## src/rtl/alu_seq_pkg.sv

```systemverilog
// Shared types for the ALU command sequencer: FSM states and the
// bit positions of the captured flags in RES_FLAGS.
package alu_seq_pkg;

    typedef enum logic [2:0] {
        IDLE   = 3'd0,
        LOAD_A = 3'd1,
        LOAD_B = 3'd2,
        EXEC   = 3'd3,
        READ   = 3'd4,
        DONE   = 3'd5
    } seq_state_t;

    localparam int FLAG_OF = 3;
    localparam int FLAG_SF = 2;
    localparam int FLAG_ZF = 1;
    localparam int FLAG_CF = 0;

endpackage

```

## src/rtl/alu_op_sequencer.sv

```systemverilog
// Single-command front-end for ALU_SUB: loads A and B over the shared DATA bus,
// fires execute, reads the result back and hands it downstream.
module alu_op_sequencer
    import alu_seq_pkg::*;
#(
    parameter int WIDTH = 8,
    parameter int CNT_W = 16
) (
    input  logic             CLK,
    input  logic             RST,
    input  logic             CMD_VALID,
    output logic             CMD_READY,
    input  logic [3:0]       CMD_OPCODE,
    input  logic [WIDTH-1:0] CMD_A,
    input  logic [WIDTH-1:0] CMD_B,
    output logic [WIDTH-1:0] DATA,
    output logic             A_EN,
    output logic             B_EN,
    output logic             ALU_EN,
    output logic             ALU_OE,
    output logic [3:0]       OPCODE,
    input  logic [WIDTH-1:0] ALU_DATA,
    input  logic             OF,
    input  logic             SF,
    input  logic             ZF,
    input  logic             CF,
    output logic             RES_VALID,
    input  logic             RES_READY,
    output logic [WIDTH-1:0] RES_DATA,
    output logic [3:0]       RES_FLAGS,
    output logic             BUSY,
    output logic [CNT_W-1:0] OP_COUNT
);

    seq_state_t       state;
    logic [3:0]       op_q;
    logic [WIDTH-1:0] a_q;
    logic [WIDTH-1:0] b_q;

    always_ff @(posedge CLK or posedge RST) begin
        if (RST) begin
            state     <= IDLE;
            op_q      <= '0;
            a_q       <= '0;
            b_q       <= '0;
            RES_DATA  <= '0;
            RES_FLAGS <= '0;
            OP_COUNT  <= '0;
        end else begin
            case (state)
                IDLE: begin
                    if (CMD_VALID) begin
                        op_q  <= CMD_OPCODE;
                        a_q   <= CMD_A;
                        b_q   <= CMD_B;
                        state <= LOAD_A;
                    end
                end
                LOAD_A: state <= LOAD_B;
                LOAD_B: state <= EXEC;
                EXEC:   state <= READ;
                READ: begin
                    // ALU_OE is up for this whole cycle, so ALU_DATA is valid at the closing edge
                    RES_DATA           <= ALU_DATA;
                    RES_FLAGS[FLAG_OF] <= OF;
                    RES_FLAGS[FLAG_SF] <= SF;
                    RES_FLAGS[FLAG_ZF] <= ZF;
                    RES_FLAGS[FLAG_CF] <= CF;
                    state              <= DONE;
                end
                DONE: begin
                    if (RES_READY) begin
                        OP_COUNT <= OP_COUNT + CNT_W'(1);
                        state    <= IDLE;
                    end
                end
                default: state <= IDLE;
            endcase
        end
    end

    // Pure decode of the state register: reset forces IDLE, so strobes drop with RST.
    assign CMD_READY = (state == IDLE);
    assign BUSY      = (state != IDLE);
    assign A_EN      = (state == LOAD_A);
    assign B_EN      = (state == LOAD_B);
    assign ALU_EN    = (state == EXEC);
    assign ALU_OE    = (state == READ);
    assign RES_VALID = (state == DONE);

    assign DATA   = (state == LOAD_A) ? a_q :
                    (state == LOAD_B) ? b_q : '0;
    assign OPCODE = (state == LOAD_A || state == LOAD_B ||
                     state == EXEC   || state == READ) ? op_q : 4'h0;

endmodule

```

## config.mk

```make
export PLATFORM = sky130hd
export DESIGN_NAME = alu_op_sequencer
export DESIGN_NICKNAME = d
export VERILOG_FILES = /design/src/rtl/alu_seq_pkg.sv /design/src/rtl/alu_op_sequencer.sv
export SDC_FILE = /design/constraint.sdc
export NUM_CORES = 1
export LEC_CHECK = 0
export CAP_MARGIN = 5
export CORE_MARGIN = 2
export CORE_UTILIZATION = 45
export DETAILED_ROUTE_END_ITERATION = 7
export HOLD_SLACK_MARGIN = 0.02
export PLACE_DENSITY = 0.8
export SETUP_SLACK_MARGIN = 0.5
export SLEW_MARGIN = 30
export SYNTH_ARGS = -nofsm -noshare
export SYNTH_HDL_FRONTEND = slang
export SYNTH_SLANG_ARGS = --single-unit
```

## constraint.sdc

```tcl
create_clock -name CLK -period 2.55 [get_ports CLK]
set_clock_uncertainty 0.2 [all_clocks]
set_input_delay 0.3825 -clock CLK [delete_from_list [all_inputs] [get_ports CLK]]
set_output_delay 0.3825 -clock CLK [all_outputs]
set_load 0.005 [all_outputs]
```

-- After elaboration in Yosys (flattened, before gate mapping)
Index checks and enable logic that the tools add are counted.
Widths: inputs -> output; s select.
- output and inout port bits: 47
- logic and storage cells: 29
- flip-flop bits (word level): 51
- input bits: 36
- muxes and demuxes: 6
- reductions and logical operators: 8
- equality and inequality tests: 7
- $add $sub $neg: 1
- operators with widths (operator ; count):
    $pmux 3 s6 ; 1
    $add 16x1->16 const B ; 1
    $mux 8 ; 2
    $eq 3x2->1 const B ; 2
    $eq 3x3->1 const B ; 2
    $mux 3 ; 2
    $reduce_and 2->1 ; 3
    $mux 4 ; 1
    $eq 3x1->1 const B ; 1
    $logic_not 3->1 ; 1
    $logic_or 1x1->1 ; 3
    $reduce_bool 3->1 ; 1
    $ne 2x1->1 const B ; 1
    $ne 2x2->1 const B ; 1

-- Longest topological paths before layout
- depth after elaboration: 5
- mapped depth: 6
- mapped depth without buffers: 5

-- Least setup slack after synthesis
Ideal clock, no wire load.
- kind: reg-to-reg
- from: register state[2]
- to: register a_q[0]
- arrival: 1.544 ns
- path slack: 0.681 ns
- period minus slack after synthesis: 1.869 ns
- stages on the path, launching flop included: 7
- setup time: 0.125 ns
- cells stage by stage: dfrtp_1 buf_6 or3_4 inv_2 and2_4 buf_12 mux2_4
- cells in the longest elaborated chain, start to end: 2
- ends and longest elaborated chain (element ; line ; RTL):
    start: declaration ; alu_op_sequencer.sv:35 ; seq_state_t state;
    start signal: assignment ; alu_op_sequencer.sv:42 ; state <= IDLE;
    start signal: assignment ; alu_op_sequencer.sv:56 ; state <= LOAD_A;
    start signal: assignment ; alu_op_sequencer.sv:59 ; LOAD_A: state <= LOAD_B;
    $logic_not 3->1 ; -- ;
    net CMD_READY ; alu_op_sequencer.sv:12 ; output logic CMD_READY,
    $reduce_and 2->1 (no source line) ; -- ;
    end signal: assignment ; alu_op_sequencer.sv:44 ; a_q <= '0;
    end signal: assignment ; alu_op_sequencer.sv:54 ; a_q <= CMD_A;
    end: declaration ; alu_op_sequencer.sv:37 ; logic [WIDTH-1:0] a_q;
The timed path passes the listed nets, and every way through them passes these cells.
A chain may end at the register's enable or synchronous reset.

-- Final worst setup path
- from: register state[0]
- to: output port OPCODE[1]
- cells in the longest elaborated chain, start to end: 5
- elaborated cells on any way between the ends: 8
- ends and longest elaborated chain (element ; line ; RTL):
    $eq 3x1->1 / $eq 3x2->1 (equally long branches) ; alu_op_sequencer.sv:93 ; assign OPCODE = (state == LOAD_A || state == LOAD_B ||
    $logic_or 1x1->1 (2 in series) ; alu_op_sequencer.sv:93 ;
    $logic_or 1x1->1 * ; alu_op_sequencer.sv:94 ; state == EXEC || state == READ) ? op_q : 4'h0;
    $mux 4 * ; alu_op_sequencer.sv:94 ;
    end: declaration ; alu_op_sequencer.sv:21 ; output logic [3:0] OPCODE,
Mark *: on every way between the ends. The rest lies on a longest branch, timed or not.

==> key figures <==
Run status
  – Result of the run: finished clean

Synthesis
  – Mapped Nets: 203
  – Count of state elements after synthesis: 51
  – FFs w/ async S/R, synth: 1.00
  – Post-Synth Simple-Gate Area: 0.122
  – Share of the yosys chip area belonging to registers: 0.548
  – Most area-hungry cell type in the Yosys netlist: sky130_fd_sc_hd__dfrtp_1
  – Post-synthesis xor/xnor area fraction: 0.0565
  – Top cells by area, synth: sky130_fd_sc_hd__dfrtp_1 (55%), sky130_fd_sc_hd__mux2_4 (13%), sky130_fd_sc_hd__mux2_2 (5.8%), sky130_fd_sc_hd__xnor2_1 (4.9%), sky130_fd_sc_hd__a22o_1 (3.0%)
  – Post-synth top flop: sky130_fd_sc_hd__dfrtp_1
  – Post-Synthesis Cell Area: 2330 um2
  – Largest family of logic cells by synthesized area: multiplexers
  – Fraction of synthesized area in multiplexers: 0.187
  – Number of distinct library cells after synthesis: 34
  – Area fraction in compound gates after synthesis: 0.0419
  – Number of flops mapped to enable cells by yosys: 0
  – Number of warnings reported in the yosys synthesis log: 0
  – Share of the synthesized area in the top cell type: 0.548
  – Mean cell area of the mapped netlist: 14.0 um2
  – Post-synthesis share of cell area spent on full adders, half adders and majority gates: 0.00538
  – Post-Synthesis Cells: 166

STA
  – Sum of negative setup slack: 0 ns
  – Number of max-slew violations in the final report: 0
  – Number of hold violations in the final report: 0
  – Worst slack on hold paths: 0.217 ns
  – Final period demand of the worst path: 2.20 ns
  – Remaining max-slew budget at the tightest pin: 0.676
  – Unrepaired setup endpoints after global routing: true
  – Maximum clock rate: 0.455 GHz
  – Final cycle utilization of the critical path: 0.863
  – Final worst setup slack: 0.350 ns
  – Slew of the pin with the lowest slew margin: 0.481 ns
  – Count of endpoints failing setup in the final report: 0

Worst setup path
  – R2r startpoint: state[0]$_DFFE_PP0P_
  – Critical path cell sequence: buf_6 -> or3_4 -> inv_4 -> nor2_4 -> and2_1 -> clkbuf_2
  – Worst reg-to-reg path cell count: 6
  – Family of cells with the greatest summed delay on the critical path: simple AND/OR/NAND/NOR gates
  – Termination of the worst setup path: OPCODE[1]
  – Worst Setup End Kind: output pin
  – Type of the setup path with the least slack: register to output pin
  – Max FO, Critical Path: 4
  – Stage delay of the slowest cell on the critical path: 0.45 ns
  – Critical Path Stages: 6
  – Worst EP arrival: 1.62 ns
  – Data required time of the worst path: 1.97 ns
  – Worst reg2reg path endpoint: a_q[0]$_DFFE_PP0P_
  – Kind of launch point of the worst setup path: register
  – Flop2flop setup slack: 0.53 ns
  – Critical Path Slowest Stage Cell: sky130_fd_sc_hd__dfrtp_2
  – Launch point of the critical path: state[0]$_DFFE_PP0P_
  – WP buf/inv: 3

Clocking
  – Buffer cell driving the clock tree root: sky130_fd_sc_hd__clkbuf_8
  – Sinks on the clock net: 51
  – TritonCTS clock tree: yes
  – Clock transition time at the flip-flop clock pins of the worst setup and hold paths: 0.09 ns
  – CTS buffer count: 5
  – Level count of the clock H-tree: 2
  – Longest Clk Path Bufs: 2
  – Clk_lat worst skew: 0.30 ns

Layout
  – Area Growth Syn to Fin: 50.1%
  – Sequential cell area in the final layout: 1280 um2
  – Number of diodes: 0
  – Final-stage net count: 316
  – Most frequent cells in the layout: sky130_fd_sc_hd__clkdlybuf4s50_1 (63), sky130_fd_sc_hd__dfrtp_1 (48), sky130_fd_sc_hd__mux2_4 (20), sky130_fd_sc_hd__buf_4 (15)
  – Ratio of cells with drive above 1 in the final layout: 0.375
  – Commonest non-fill, non-tap cell in the layout: sky130_fd_sc_hd__clkdlybuf4s50_1
  – Finished Cell Area: 3490 um2
  – Combined area of the multi-input logic cells: 1000 um2
  – Number of fill cells in the layout: 385

Routing
  – Average vias per placed instance: 4.85
  – Iteration-0 DRC count of the detailed router: 53
  – Total vias in the final route: 1696
  – Detail-routed net length per standard cell: 15.0 um
  – Post-detailed-routing wire length: 5.26 mm
  – Number of iterations in the first detailed-routing pass: 4
  – Remaining routing DRC violations: 0
  – Antenna violation net count after detailed routing: 0

Place
  – # port buffers: 82
  – Global placement routability congestion: 0.769
  – HPWL after detailed placement: 3.44 mm
  – Total placed instance area: 3210 um2
  – Post-placement setup slack: 0.300 ns

Floorplan
  – Die Footprint: 5760 um2
  – Horizontal extent of the die: 75.9 um
  – Top-Level Pins: 83
  – Chip Height: 75.9 um
  – Placeable core region: 5040 um2
  – Starting utilization of the core area: 0.462
  – Std-Cell Rows: 26

Power
  – PwrDens: 1100 nW/um2
  – Total power: 3.83 mW
  – Leakage power: 1.61 nW
  – Worst IR drop on VDD: 0.698 mV

GRT
  – Met1 layer usage reported by global route: 0.213
  – Overflow left after global routing: 0
  – Maximum number of pins on one net before global-route repair: 30
  – Highest-utilization routing layer at the global route stage: met2
  – Met2 track demand over resource in global routing: 0.346
  – Via count of the first global-routing pass: 1842
  – Wire length of the first global-routing pass: 8.80 mm
  – Global-route track usage on met3: 0.0571
  – Antenna violations before repair: 0
  – Total routing resource utilization after global routing: 0.188

Hold path
  – Worst Hold Class: input port to async pin

Run
  – Number of maximum-capacitance violations: 0
-- flip-flops by register name, summed over array words and instances, names as in the netlist --
signal and cells:
op_q 4, RES_DATA 8, RES_FLAGS 4, state 3, a_q 8, b_q 8, OP_COUNT 16
-- Yosys cell counts, drive strengths merged (2+ instances only) --
master / instances
a21oi: 2
a22o: 8
and2: 5
and3: 2
buf: 6
dfrtp: 51
inv: 5
mux2: 32
nand2: 11
nand3: 4
nand4: 3
nor2: 8
nor4: 2
or2: 2
xnor2: 13
xor2: 2
-- cell type report --
class / instances / area share
well taps: 70 / 0.0251
clock inverters: 2 / 0.00358
flip-flops and latches: 51 / 0.367
inverters: 5 / 0.00609
clock buffers: 6 / 0.0208
repair buffers: 109 / 0.290
multi-input cells: 107 / 0.288
-- logic make-up (layout without fill, tap and decap cells) --
| logic type | after synthesis | in the layout |
|---|---|---|
| fa+ha+maj | 1 | 1 |
| mux | 32 | 32 |
| buf+inv | 11 | 122 |
| simple gates | 44 | 47 |
| compound gates | 12 | 12 |
| flops | 51 | 51 |
| xor+xnor | 15 | 15 |
-- power breakdown --
group	internal, mW	total (mW)	switching (mW)
combinational	1.33	2.02	0.694
sequential	1.12	1.35	0.227
clock	0.192	0.456	0.263
total	2.64	3.83	1.19
-- through the flow --
stage          utilization  instances
3_3_place_gp         0.637        317
3_5_place_dp         0.637        317
5_1_grt              0.693        350
4_1_cts              0.689        345
2_1_floorplan            -        166
6_report             0.693        350
-- metal layers --
metal	wire [um]	vias up	part of all wire
met3	325	2	0.062
met4	7	0	0.0013
met1	2140	835	0.41
met2	2780	55	0.53
li1	-	804	-
met5	0	-	0
-- worst min-delay path by stage --
stage	start	to	cells past startpoint
global route	RST	OP_COUNT[6]$_DFFE_PP0P_	2
CTS	RST	OP_COUNT[6]$_DFFE_PP0P_	2
global placement	OP_COUNT[15]$_DFFE_PP0P_	OP_COUNT[15]$_DFFE_PP0P_	1
finish	RST	OP_COUNT[12]$_DFFE_PP0P_	2
floorplan	RES_READY	state[0]$_DFFE_PP0P_	1
detailed placement	OP_COUNT[15]$_DFFE_PP0P_	OP_COUNT[15]$_DFFE_PP0P_	1
-- repair_timing --
action / in CTS / in global routing
buffers inserted: 18 / 3
hold buffers: 0 / 0
pin swaps: 6 / 11
gates resized for setup: 63 / 27
gates cloned: 2 / 2
setup endpoints to repair: 39 / 31
No activity file was read; power rests on OpenSTA's default activity.
